==> src/rtl/nn_result_uart_tx.sv <==
// UART (8N1, LSB first) report transmitter for the two NN outputs.
// On an accepted start it snapshots a3_1/a3_2 and sends HEADER, a3_1, a3_2 (big-endian bytes) and an XOR checksum.
module nn_result_uart_tx #(
  parameter int unsigned CLKS_PER_BIT = 868,
  parameter logic [7:0]  HEADER       = 8'hA5
) (
  input  logic        clk,
  input  logic        res,
  input  logic        start,
  input  logic [15:0] a3_1,
  input  logic [15:0] a3_2,
  output logic        txd,
  output logic        busy,
  output logic        done
);

  localparam int unsigned BW = (CLKS_PER_BIT > 2) ? $clog2(CLKS_PER_BIT) : 1;
  localparam logic [BW-1:0] BAUD_LAST = BW'(CLKS_PER_BIT - 1);
  localparam logic [2:0] LAST_BYTE = 3'd5;
  localparam logic [2:0] LAST_BIT  = 3'd7;

  typedef enum logic [1:0] {
    IDLE      = 2'd0,
    START_BIT = 2'd1,
    DATA_BITS = 2'd2,
    STOP_BIT  = 2'd3
  } state_t;

  state_t        state, state_next;
  logic [BW-1:0] baud, baud_next;
  logic [2:0]    bit_cnt, bit_cnt_next;
  logic [2:0]    byte_idx, byte_idx_next;
  logic [15:0]   snap_1, snap_2;
  logic [7:0]    chk, cur_byte;
  logic          bit_end, accept;
  logic          txd_next, done_next;

  assign bit_end = (baud == BAUD_LAST);
  assign accept  = (state == IDLE) && start;
  assign chk     = snap_1[15:8] ^ snap_1[7:0] ^ snap_2[15:8] ^ snap_2[7:0];

  always_comb begin
    cur_byte = HEADER;
    case (byte_idx)
      3'd0:    cur_byte = HEADER;
      3'd1:    cur_byte = snap_1[15:8];
      3'd2:    cur_byte = snap_1[7:0];
      3'd3:    cur_byte = snap_2[15:8];
      3'd4:    cur_byte = snap_2[7:0];
      3'd5:    cur_byte = chk;
      default: cur_byte = HEADER;
    endcase
  end

  always_comb begin
    state_next    = state;
    baud_next     = bit_end ? '0 : baud + 1'b1;
    bit_cnt_next  = bit_cnt;
    byte_idx_next = byte_idx;
    done_next     = 1'b0;
    case (state)
      IDLE: begin
        baud_next = '0;
        if (start) begin
          state_next    = START_BIT;
          byte_idx_next = '0;
          bit_cnt_next  = '0;
        end
      end
      START_BIT: begin
        if (bit_end) begin
          state_next   = DATA_BITS;
          bit_cnt_next = '0;
        end
      end
      DATA_BITS: begin
        if (bit_end) begin
          if (bit_cnt == LAST_BIT) state_next = STOP_BIT;
          else                     bit_cnt_next = bit_cnt + 1'b1;
        end
      end
      STOP_BIT: begin
        if (bit_end) begin
          if (byte_idx == LAST_BYTE) begin
            state_next = IDLE;
            done_next  = 1'b1;
          end else begin
            state_next    = START_BIT;
            byte_idx_next = byte_idx + 1'b1;
          end
        end
      end
      default: state_next = IDLE;
    endcase
  end

  // txd/busy are registered from the next-state view so they line up exactly
  // with the state they describe and never glitch.
  always_comb begin
    txd_next = 1'b1;
    case (state_next)
      START_BIT: txd_next = 1'b0;
      DATA_BITS: txd_next = cur_byte[bit_cnt_next];
      default:   txd_next = 1'b1;
    endcase
  end

  always_ff @(posedge clk or negedge res) begin
    if (!res) begin
      state    <= IDLE;
      baud     <= '0;
      bit_cnt  <= '0;
      byte_idx <= '0;
      txd      <= 1'b1;
      busy     <= 1'b0;
      done     <= 1'b0;
    end else begin
      state    <= state_next;
      baud     <= baud_next;
      bit_cnt  <= bit_cnt_next;
      byte_idx <= byte_idx_next;
      txd      <= txd_next;
      busy     <= (state_next != IDLE);
      done     <= done_next;
    end
  end

  always_ff @(posedge clk or negedge res) begin
    if (!res) begin
      snap_1 <= '0;
      snap_2 <= '0;
    end else if (accept) begin
      snap_1 <= a3_1;
      snap_2 <= a3_2;
    end
  end

endmodule

==> config.mk <==
export PLATFORM = sky130hd
export DESIGN_NAME = nn_result_uart_tx
export DESIGN_NICKNAME = d
export VERILOG_FILES = /design/src/rtl/nn_result_uart_tx.sv
export SDC_FILE = /design/constraint.sdc
export NUM_CORES = 1
export LEC_CHECK = 0
export ABC_AREA = 1
export BUFFER_PORTS_ARGS = -buffer_cell sky130_fd_sc_hd__buf_2
export CAP_MARGIN = 10
export CORE_MARGIN = 2
export CORE_UTILIZATION = 45
export CTS_BUF_LIST = sky130_fd_sc_hd__clkbuf_4 sky130_fd_sc_hd__clkbuf_8
export CTS_CLUSTER_SIZE = 25
export DETAILED_ROUTE_END_ITERATION = 8
export GPL_ROUTABILITY_DRIVEN = 0
export PLACE_DENSITY = 0.78
export RECOVER_POWER = 25
export SYNTH_ARGS = -nofsm -noshare
export SYNTH_HDL_FRONTEND = slang
export SYNTH_SLANG_ARGS = --single-unit
==> constraint.sdc <==
create_clock -name clk -period 1.8 [get_ports clk]
set_input_delay 0.18 -clock clk [delete_from_list [all_inputs] [get_ports clk]]
set_output_delay 0.18 -clock clk [all_outputs]
set_load 0.02 [all_outputs]
Word level (Yosys, flattened, before mapping)
Index checks and enable logic that the tools add are counted.
{"block": "word_totals", "ff_bits": 53, "input_bits": 35, "wordCells": 61}
{"block": "op_classes", "n_mux": 25, "bitwise_logic": 3, "order_cmp": 1, "n_eq_ne": 15, "reduce_logical": 5, "n_addsub": 3}
{"cell": "one-hot mux 8 bit (5 select lines)", "count": 1}
{"cell": "bitwise XOR 8 bit", "count": 3}
{"cell": "2-to-1 mux 3 bit", "count": 7}
{"cell": "2-to-1 mux 10 bit", "count": 2}
{"cell": "adder 10 x 1 -> 10 bit, second input constant", "count": 1}
{"cell": "equality test 10 bit, second input constant", "count": 1}
{"cell": "2-to-1 mux 2 bit", "count": 5}
{"cell": "equality test 3 bit, second input constant", "count": 3}
{"cell": "one-hot mux 3 bit (3 select lines)", "count": 1}
{"cell": "one-hot mux 2 bit (4 select lines)", "count": 1}
{"cell": "adder 3 x 1 -> 3 bit, second input constant", "count": 2}
{"cell": "equality test 2 bit, second input constant", "count": 3}
{"cell": "equality test 3 x 2 -> 1 bit, second input constant", "count": 2}
{"cell": "!= test 2 bit, second input constant", "count": 3}
{"cell": "one-hot mux 3 bit (2 select lines)", "count": 1}
{"cell": "2-to-1 mux 1 bit", "count": 5}
{"cell": "equality test 2 x 1 -> 1 bit, second input constant", "count": 2}
{"cell": "less-than comparator 3 x 4 -> 1 bit, second input constant", "count": 1}
{"cell": "AND reduction 4 bit", "count": 1}
{"cell": "nonzero test 2 bit", "count": 2}
{"cell": "binary-select mux 1 bit (select 3 bit)", "count": 1}
{"cell": "equality test 3 x 1 -> 1 bit, second input constant", "count": 1}
{"cell": "zero test 2 bit", "count": 1}
{"cell": "one-hot mux 1 bit (2 select lines)", "count": 1}
{"cell": "logical AND 1 bit", "count": 1}

Logic depth before layout (Yosys ltp)
{"block": "logic_depth", "ltp_word": 7, "ltp_mapped": 14}

Worst setup path after synthesis
Ideal clock, no wire load.
{"block": "synth_path", "path_kind": "reg-to-reg", "from": "register byte_idx[0]", "to": "register txd", "period_less_slack_ns": 1.701, "t_arrival_ns": 1.641, "stages_incl_launch_ff": 15, "setup_time_ns": 0.060, "path_slack_ns": 0.099, "n_path_buf": 1, "cell_sequence": "dfrtp_1 ha_1 ha_1 buf_2 nor2_1 nand3_1 o21ai_0 nor2_1 nand2_1 nand4_1 nand3_1 nand3_2 nand2_1 nand2_1 nand2_1"}
{"block": "synth_via", "elab_chain_cells": 6}
{"item": "start: declaration", "line_no": "32", "source": "logic [2:0] byte_idx, byte_idx_next;"}
{"item": "start signal: assignment", "line_no": "121", "source": "byte_idx <= byte_idx_next;"}
{"item": "parallel branches: the longest is 5 deep, another holds one-hot mux 8 bit (5 select lines)"}
{"item": "one-hot mux 1 bit (2 select lines) *", "line_no": "101", "source": "case (state_next)"}
{"item": "net txd_next", "line_no": "36", "source": "logic txd_next, done_next;"}
{"item": "end signal: assignment", "line_no": "122", "source": "txd <= txd_next;"}
{"item": "end: declaration", "line_no": "12", "source": "output logic txd,"}
Mark *: on every way through the listed nets, which the timed path passes. The select of a mux whose other input is x is not followed.
A chain may end at the register's enable or synchronous reset.

Worst setup path after layout
{"block": "layout_path", "from": "register baud[0]", "to": "register txd"}
{"block": "layout_via", "elab_chain_cells": 6}
{"item": "start: declaration", "line_no": "30", "source": "logic [BW-1:0] baud, baud_next;"}
{"item": "start signal: assignment", "line_no": "119", "source": "baud <= baud_next;"}
{"item": "equality test 10 bit *", "line_no": "38", "source": "assign bit_end = (baud == BAUD_LAST);"}
{"item": "2-to-1 mux 3 bit (on tied branches)", "line_no": "77, 71"}
{"item": "one-hot mux 3 bit (3 select lines) *", "line_no": "61", "source": "case (state)"}
{"item": "net bit_cnt_next[1]", "line_no": "31", "source": "logic [2:0] bit_cnt, bit_cnt_next;"}
{"item": "binary-select mux 1 bit (select 3 bit) *", "line_no": "103", "source": "DATA_BITS: txd_next = cur_byte[bit_cnt_next];"}
{"item": "2-to-1 mux 1 bit (implied by the code) *", "line_no": "103"}
{"item": "one-hot mux 1 bit (2 select lines) *", "line_no": "101"}
{"item": "net txd_next", "line_no": "36"}
Mark *: on every way through the listed nets, which the timed path passes. The rest lies on a longest branch. The select of a mux whose other input is x is not followed.

==> reports/qor.yml <==
logic_synthesis:
  synth.net_count: 415
  yosysUniqueCellTypes: 35
  synth_seq_area_share_pct: 43.6
  synth_seq_cells: 53
  syn_area_per_cell_um2: 8.17
  synth_edf_count: 0
  synth_async_sr_flop_share_pct: 100
  synth_flop_cell: "dfrtp_1"
  synth_area_mm2: 0.00305
  yosysWarnings: 0
  synth_cells: 373
sta:
  period_share_pct: 98.4
  finalCriticalPeriod_ns: 1.77
  grt_setup_unrepaired: "yes"
  slew_headroom_pct: 21.3
  finalMaxSlewViolations: 0
  tightest_slew_ns: 1.18
  clock_skew_ns: 0.00727
  layout_setup_ws_ns: 0.0282
  max_clock_freq_mhz: 564
  setup_viol: 0
  hold_viol_final: 0
power:
  power_density_mw_per_mm2: 535
  cellLeakagePower_nw: 1.88
  power_mw: 1.92
  ir_drop_mv: 0.454
routing:
  drc: 0
  dr.pass1.iters: 6
  num_vias: 2559
  ant_nets: 0
  wl_per_cell_um: 12.8
  wirelength_um: 6460
  first_iter_violations: 123
  viasPerCell: 5.08
die:
  fp.dieH_um: 86.3
  coreArea_mm2: 0.00646
  ioPinCount: 38
  dieWidth_um: 86.3
  start_util_pct: 47.2
  rows: 29
  dieArea_mm2: 0.00745
outcome:
  status: "finished clean"
setup_path:
  crit_path_end_kind: "register"
  crit_fanout: 8
  cp.arrival_ns: 2.03
  worstSetupStartpointType: "register"
  worst-setup-path-type: "register to register"
  worst_ep_required_time_ns: 2.06
cts:
  clkLatencyLatePin_ns: 0.32
  htreeDepth: 2
  clk_path_buf_depth: 2
  cts_tree: "built"
  cts_made_buffers: 5
  cts_sinks: 53
  cts-root-buf: "clkbuf_8"
  clk_transition_reported_paths_ns: 0.10
finish:
  num-nets-final: 469
  area_growth_pct: 17.9
  layout_common_cells: "nand2_1, dfrtp_1, buf_2, inv_1, nor2_1"
  diodes: 0
  finish.utilization_pct: 55.6
  final_common_cell: "nand2_1"
  drive_gt1_share_pct: 27.6
flow_run:
  maxCapViolCount: 0
global_routing:
  grtUsageMet2_pct: 30.1
  met1_usage_pct: 23.6
  antenna_found_initial: 0
  grt_pass1_vias: 2416
  grt_use_met3_pct: 3.24
  grt_pass1_wl_um: 10700
  overflow: 0
  busiest_layer: "met2"
  track_usage_pct: 17.8
  grt_max_degree: 54
place:
  dpl_worst_slack_ns: 0.0467
  post-dp-hpwl_um: 4600
  port_buffers: 37
worst_hold_path:
  hold_path.class: "primary input to register"
[final cells by class]
class / instances / area (um^2)
tap: 77 / 96.3
multi-input combinational: 274 / 1620
clock buffer: 5 / 68.8
clock inverter: 2 / 16.3
inverter: 41 / 159
timing repair buffer: 52 / 305
fill: 580 / 2870
sequential: 53 / 1330
[synthesized netlist by cell type, types with 2 or more instances]
cell type | n | share of area [%]
nand3_1 | 24 | 3.9
nor3_1 | 5 | 0.82
nor2_1 | 34 | 4.2
nand4_1 | 6 | 1.2
or2_1 | 2 | 0.41
a21oi_1 | 21 | 3.4
o21ai_0 | 14 | 2.3
mux2_2 | 20 | 7.4
ha_1 | 7 | 2.9
inv_2 | 2 | 0.25
nor2_4 | 2 | 0.74
buf_2 | 4 | 0.66
nand2_1 | 103 | 13
xnor2_1 | 8 | 2.3
inv_1 | 38 | 4.7
dfrtp_1 | 52 | 43
nor2_2 | 3 | 0.62
nand3_2 | 3 | 0.99
xor2_1 | 7 | 2.0
nand2_2 | 3 | 0.62
[logic make-up after synthesis]
family,after synthesis,synth area share (%)
adder cells (fa/ha/maj),7,2.87
multiplexers,20,7.39
buffers and inverters,46,5.87
XOR/XNOR,15,4.31
flip-flops,53,43.6
AO/OA/AOI/OAI,41,7.18
AND/OR/NAND/NOR,191,28.8
[critical path: stages (launching register included)]
cell and delay, ns:
dfrtp_1 0.37, ha_2 0.18, inv_1 0.07, nor2_2 0.15, nand4_4 0.19, nand2_1 0.11
nand3_1 0.06, nand3_1 0.17, inv_1 0.08, nand3_1 0.10, nand3_2 0.08, nand2_1 0.06
nand2_1 0.05, nand2_1 0.06
[worst paths after layout]
check                                  start                 endpoint  slack (ns)  depth (start not counted)
max                        baud[0]$_DFF_PN0_            txd$_DFF_PN1_        0.03                         13
min                                 a3_2[14]   snap_2[14]$_DFFE_PN0P_        0.09                          2
max reg2reg                baud[0]$_DFF_PN0_            txd$_DFF_PN1_        0.03                         13
min reg2reg                baud[0]$_DFF_PN0_        baud[0]$_DFF_PN0_        0.55                          2
max in group asynchronous                res  byte_idx[0]$_DFFE_PN0P_        0.25                          3
min in group asynchronous                res        baud[7]$_DFF_PN0_        0.73                          3
[what timing repair did]
action | 4_1_cts | 5_1_grt
resized for setup | 0 | 31
endpoints found under the setup margin | 0 | 5
hold endpoints to repair | 52 | 0
hold buffers | 1 | 0
buffers inserted | 0 | 5
[report_power, final]
part | total (mW) | switching (mW) | internal (mW)
registers | 1.19 | 0 | 1.19
logic | 0.0615 | 0.0335 | 0.0280
clock network | 0.671 | 0.402 | 0.269
[layer usage]
metal	wire length [um]	share of wire (%)	up-vias
li1	-	-	1311
met1	2970	46	1176
met2	3150	49	62
met3	264	4.1	10
met4	82	1.3	0
met5	0	0	-
[flip-flops by register name, summed over array words and instances, names as in the netlist]
register,cells
snap_1,16
snap_2,16
baud,10
bit_cnt,3
byte_idx,3
state,2
busy,1
done,1
txd,1
[metrics by stage]
step,hold WS (ns),cells,instance area [um^2],setup TNS [ns]
finish,0.0878,504,3590,0
detailed placement,0.195,491,3390,0
global route,0.0859,504,3590,-0.303
CTS,0.0830,499,3480,0
global placement,0.193,491,3390,0
floorplan,-0.116,373,3050,0
Note: power is estimated with default switching activity, not from simulation.
